[src/rtl/ntt_ctrl_pkg.sv]
// Shared types and constants for the 8-point NTT/INTT stream sequencer.
package ntt_ctrl_pkg;

    typedef enum logic [2:0] {
        IDLE,
        LOAD,
        SETTLE,
        UNLOAD,
        DONE
    } state_t;

    localparam logic [1:0] RADIX_1ST     = 2'd0;
    localparam logic [1:0] RADIX_2ND     = 2'd1;
    localparam logic [1:0] RADIX_3RD     = 2'd2;
    localparam logic [1:0] RADIX_ILLEGAL = 2'd3;

    localparam logic NTT_MODE  = 1'b0;
    localparam logic INTT_MODE = 1'b1;

    function automatic logic is_busy_state(input state_t s);
        return (s == LOAD) || (s == SETTLE) || (s == UNLOAD);
    endfunction

endpackage

[src/rtl/phase_counter.sv]
// Shared phase counter: clears on request, counts up while enabled and flags
// the last count before the supplied limit.
module phase_counter #(
    parameter int CNT_W = 4
) (
    input  logic             clock,
    input  logic             reset,
    input  logic             i_clear,
    input  logic             i_enable,
    input  logic [CNT_W-1:0] i_limit,
    output logic [CNT_W-1:0] o_count_next,
    output logic             o_terminal
);

    logic [CNT_W-1:0] r_count;

    // The look-ahead value lets the owner register outputs that line up with the count.
    always_comb begin
        o_count_next = r_count;
        if (i_clear) begin
            o_count_next = '0;
        end else if (i_enable) begin
            o_count_next = r_count + CNT_W'(1);
        end
    end

    assign o_terminal = (r_count == (i_limit - CNT_W'(1)));

    // NOTE: sequential state uses non-blocking assignments so every flop samples pre-edge values.
    always_ff @(posedge clock) begin
        if (reset) begin
            r_count <= '0;
        end else begin
            r_count <= o_count_next;
        end
    end

endmodule

[src/rtl/ntt_stream_controller.sv]
// Job sequencer for the 8-point radix-2 NTT/INTT core (load/settle/unload).
// Optional 16-bit completed-frame counter under macro NTT_CTRL_FRAME_CNT_EN.
module ntt_stream_controller
    import ntt_ctrl_pkg::*;
#(
    parameter int POINTS        = 8,
    parameter int SETTLE_CYCLES = 1,
    parameter int TW_ADDR_W     = 4
) (
    input  logic                 clock,
    input  logic                 reset,
    input  logic                 start,
    input  logic [1:0]           cfg_radix_mode,
    input  logic                 cfg_mode,
    output logic                 busy,
    output logic                 done,
    output logic                 cfg_err,
    output logic                 in_ready,
    output logic                 streaming_mode,
    output logic [1:0]           radix_mode,
    output logic                 mode,
    output logic [TW_ADDR_W-1:0] tw_addr,
    output logic                 out_valid,
    output logic [2:0]           out_index
`ifdef NTT_CTRL_FRAME_CNT_EN
    ,
    output logic [15:0]          frame_count
`endif
);

    localparam int CNT_W = $clog2(POINTS) + 1;

    state_t           r_state;
    state_t           w_next_state;
    logic             w_can_start;
    logic             w_accept;
    logic             w_reject;
    logic             w_clear;
    logic             w_enable;
    logic             w_terminal;
    logic             w_mode_next;
    logic [CNT_W-1:0] w_limit;
    logic [CNT_W-1:0] w_cnt_next;

    assign w_can_start = (r_state == IDLE) || (r_state == DONE);
    assign w_accept    = w_can_start && start && (cfg_radix_mode != RADIX_ILLEGAL);
    assign w_reject    = w_can_start && start && (cfg_radix_mode == RADIX_ILLEGAL);
    assign w_limit     = (r_state == SETTLE) ? CNT_W'(SETTLE_CYCLES) : CNT_W'(POINTS);
    assign w_enable    = is_busy_state(r_state);
    assign w_clear     = (w_next_state != r_state);
    assign w_mode_next = w_accept ? cfg_mode : mode;

    // NOTE: default assignment first so no path through the case infers a latch.
    always_comb begin
        w_next_state = r_state;
        case (r_state)
            IDLE:    if (w_accept) w_next_state = LOAD;
            LOAD:    if (w_terminal) w_next_state = SETTLE;
            SETTLE:  if (w_terminal) w_next_state = UNLOAD;
            UNLOAD:  if (w_terminal) w_next_state = DONE;
            DONE:    w_next_state = w_accept ? LOAD : IDLE;
            default: w_next_state = IDLE;
        endcase
    end

    phase_counter #(
        .CNT_W (CNT_W)
    ) u_phase_counter (
        .clock        (clock),
        .reset        (reset),
        .i_clear      (w_clear),
        .i_enable     (w_enable),
        .i_limit      (w_limit),
        .o_count_next (w_cnt_next),
        .o_terminal   (w_terminal)
    );

    // Outputs are registered from the next state/count so they coincide with the phase.
    always_ff @(posedge clock) begin
        if (reset) begin
            r_state        <= IDLE;
            busy           <= 1'b0;
            done           <= 1'b0;
            cfg_err        <= 1'b0;
            in_ready       <= 1'b0;
            streaming_mode <= 1'b0;
            radix_mode     <= RADIX_3RD;
            mode           <= NTT_MODE;
            tw_addr        <= '0;
            out_valid      <= 1'b0;
            out_index      <= '0;
        end else begin
            r_state        <= w_next_state;
            busy           <= is_busy_state(w_next_state);
            done           <= (w_next_state == DONE);
            cfg_err        <= w_reject;
            in_ready       <= (w_next_state == LOAD);
            streaming_mode <= (w_next_state == LOAD);
            mode           <= w_mode_next;
            if (w_accept) begin
                radix_mode <= cfg_radix_mode;
            end
            tw_addr        <= (w_next_state == LOAD)
                            ? TW_ADDR_W'(w_cnt_next) + (w_mode_next ? TW_ADDR_W'(POINTS) : '0)
                            : '0;
            out_valid      <= (w_next_state == UNLOAD);
            out_index      <= (w_next_state == UNLOAD) ? w_cnt_next[2:0] : 3'd0;
        end
    end

`ifdef NTT_CTRL_FRAME_CNT_EN
    logic [15:0] r_frame_count;

    always_ff @(posedge clock) begin
        if (reset) begin
            r_frame_count <= '0;
        end else if (done) begin
            r_frame_count <= r_frame_count + 16'd1;
        end
    end

    assign frame_count = r_frame_count;
`endif

endmodule

[config.mk]
export PLATFORM = sky130hd
export DESIGN_NAME = ntt_stream_controller
export DESIGN_NICKNAME = d
export VERILOG_FILES = /design/src/rtl/ntt_ctrl_pkg.sv /design/src/rtl/phase_counter.sv /design/src/rtl/ntt_stream_controller.sv
export SDC_FILE = /design/constraint.sdc
export NUM_CORES = 1
export LEC_CHECK = 0
export BUFFER_PORTS_ARGS = -buffer_cell sky130_fd_sc_hd__buf_4
export CAP_MARGIN = 20
export CORE_ASPECT_RATIO = 1.25
export CORE_MARGIN = 2
export CORE_UTILIZATION = 54
export CTS_BUF_LIST = sky130_fd_sc_hd__clkbuf_16
export DETAILED_ROUTE_END_ITERATION = 12
export PLACE_DENSITY = 0.82
export SYNTH_ARGS = -nofsm -noshare
export SYNTH_HDL_FRONTEND = slang
export SYNTH_SLANG_ARGS = --single-unit
[constraint.sdc]
create_clock -name clock -period 2.6 [get_ports clock]
set_clock_uncertainty 0.15 [all_clocks]
set_input_delay 0.65 -clock clock [delete_from_list [all_inputs] [get_ports clock]]
set_output_delay 0.65 -clock clock [all_outputs]
set_load 0.005 [all_outputs]
==> run summary <==
num rows: 16
Buffers & Inverters on Critical Path: 0
Yosys Warn Count: 0
worst vdd ir: 360 uV
Die Span Y: 50.5 microns
post-synthesis cell type count: 37
worst hold start: radix_mode[0]$_SDFFE_PP0P_
Synth area leaders: dfxtp_1 (47%), nor2_1 (7.2%), nand2_1 (2.8%)
critical path class: reg -> reg
Worst EP required: 2630 ps
diodes inserted: 0
Filler Cell Count: 126
H-Tree Depth: 1
worst path cell trace: o21bai_2 > or3_4 > a221oi_2 > mux2i_1
status: completed
vias: 765
register area: 440 sq um
total grt overflow: 0
vias in the first global route: 644
Commonest cells post-synth: dfxtp_1 (22), nor2_1 (18), nand2_1 (7), a21oi_1 (4), nor3_1 (4)
Slew HR: 0.719
Core ar.: 1600 sq um
flops & latches, synth: 22
Post-CTS Hold Buffers: 0
area occupied by multi-input gates: 447 sq um
Final HPWL DP: 1250 microns
IO buf count: 21
worst-path maximum fanout: 12
max incr delay on CP: 570 ps
max cap viols: 0
min cycle time layout: 1870 ps
final core area utilization: 0.718
final number of setup-violating endpoints: 0
initial antenna violation count: 0
number of synthesized flops with an enable pin: 0
Net Count, Synth: 104
largest net degree at the start of global routing: 13
drt pass-1 iters: 4
count leader, synth: dfxtp_1
Hold Path Sink: radix_mode[0]$_SDFFE_PP0P_
crit share post-route: 0.721
worst hold path type: reg -> reg
vias per cell: 5.67
fin. max-slew vios: 0
DRT iter0 DRCs: 19
Die Wd: 41.2 microns
setup TNS: 0 ps
detailed-route wire length per cell: 12.6 microns
first-pass GRT wire length: 2790 microns
worst path arrival time: 1900 ps
post-synthesis sequential area ratio: 0.472
family with the most delay on the worst path: flip-flops
crit start category: flip-flop
antenna viol nets, final: 0
clk root buf: clkbuf_16
hold path cells: 2
synthesized area: 932 sq um
share of post-route cells with drive strength above 1: 0.291
unrepaired setup endpoints after global routing: no
reg2reg end: tw_addr[3]$_SDFF_PP0_
later-pin clock latency in the skew report: 250 ps
Ports: 22
post-route cell area: 1150 sq um
GPL Wtd Cong: 0.784
CP max stage cell: dfxtp_1
PwrDens: 644 nW/um^2
NumNets Final: 125
Most used DFF post-synth: dfxtp_1
r2r worst-path depth: 4
post-synth top area cell: dfxtp_1
area post-placement: 1070 sq um
Max Root-Sink Buffers: 2
Total Routing Usage GR: 0.194
clock sink count: 22
crit path capture type: flip-flop
# placed instances: 131
Initial Util: 0.582
Non-Filler Instances: 135
CTS Buf Count: 3
final number of hold-violating endpoints: 0
syn avg cell area: 9.61 sq um
post-CTS sizing: 0
fmax: 533 MHz
leakage: 0.473 nW
area grow syn2layout: 23.4%
clk slew on worst S/H paths: 50 ps
drt total wl: 1700 microns
Post-synth ARST share: 0
Worst R2R Start: r_state[1]$_SDFF_PP0_
Cells after Synth: 97
die area: 2080 sq um
worst-margin pin slew: 421 ps
register-to-register setup slack: 730 ps
CTS tree: done
DRC viols: 0
total setup buffers inserted after CTS: 0
top-area cell type share of the netlist area: 0.472
[metal layers]
layer,global-route usage,wire length (microns)
met2,0.310,868
met1,0.249,698
met5,0,0
met4,0.0645,25
met3,0.0398,102
[layout make-up]
| cell class | count | share of cell area |
|---|---|---|
| clock buffers | 3 | 0.0653 |
| repair buffers | 21 | 0.137 |
| clock inverters | 1 | 0.00326 |
| inverters | 1 | 0.00326 |
| well taps | 18 | 0.0196 |
| multi-input cells | 69 | 0.388 |
| flip-flops and latches | 22 | 0.383 |
[cells by family after synthesis]
kind of cell,after synthesis,share of synthesized area
AOI/OAI and AO/OA,18,0.146
xor gates and xnor gates,3,0.0282
adders and majority gates,1,0.0134
buffers and inverters,6,0.0483
DFF,22,0.472
muxes,2,0.0215
and+or+nand+nor,45,0.270
[through the flow]
| stage | hold slack [ps] | worst slack [ps] | power [mW] |
|---|---|---|---|
| 3_5_place_dp | 351 | 554 | 0.435 |
| 3_3_place_gp | 341 | 611 | 0.434 |
| 2_1_floorplan | 341 | 792 | 0.411 |
| 6_report | 357 | 725 | 0.740 |
| 4_1_cts | 363 | 734 | 0.746 |
| 5_1_grt | 406 | 593 | 0.776 |
[placed cells by master, fill, tap and decap left out, types with 2 or more instances in the layout]
cell and n:
xor2_1 2, dfxtp_1 22, a21oi_1 4, nor3b_1 2, nor2_1 18, mux2i_1 2
nor3_1 4, buf_4 21, nand2_1 7, nand3_1 3, clkbuf_16 3, o21ai_0 3
o211ai_1 2
[worst max path at each step]
stage / start / end / slack (ps) / depth (start not counted)
floorplan: start / tw_addr[3]$_SDFF_PP0_ / 790 / 4
global placement: start / u_phase_counter.r_count[3]$_SDFF_PP0_ / 610 / 5
detailed placement: start / tw_addr[3]$_SDFF_PP0_ / 550 / 5
CTS: r_state[1]$_SDFF_PP0_ / tw_addr[3]$_SDFF_PP0_ / 730 / 4
global route: r_state[1]$_SDFF_PP0_ / tw_addr[3]$_SDFF_PP0_ / 590 / 4
finish: r_state[1]$_SDFF_PP0_ / tw_addr[3]$_SDFF_PP0_ / 730 / 4
[sequential cells by signal, indices dropped and copies added, names as in the netlist]
signal and flops:
busy 1, cfg_err 1, done 1, mode 1, out_index 3, out_valid 1
r_state 3, radix_mode 2, streaming_mode 1, tw_addr 4, u_phase_counter.r_count 4
[power breakdown]
part | switching, mW | internal, mW
clock network | 0.108 | 0.205
registers | 0.0113 | 0.349
logic | 0.0318 | 0.0362
[tightest hold or removal path, cell delays in order (launching register included)]
cell	delay, ps
dfxtp_1	310
nor2_1	100
nor3_1	50
Power figures use the tool's default switching activity.
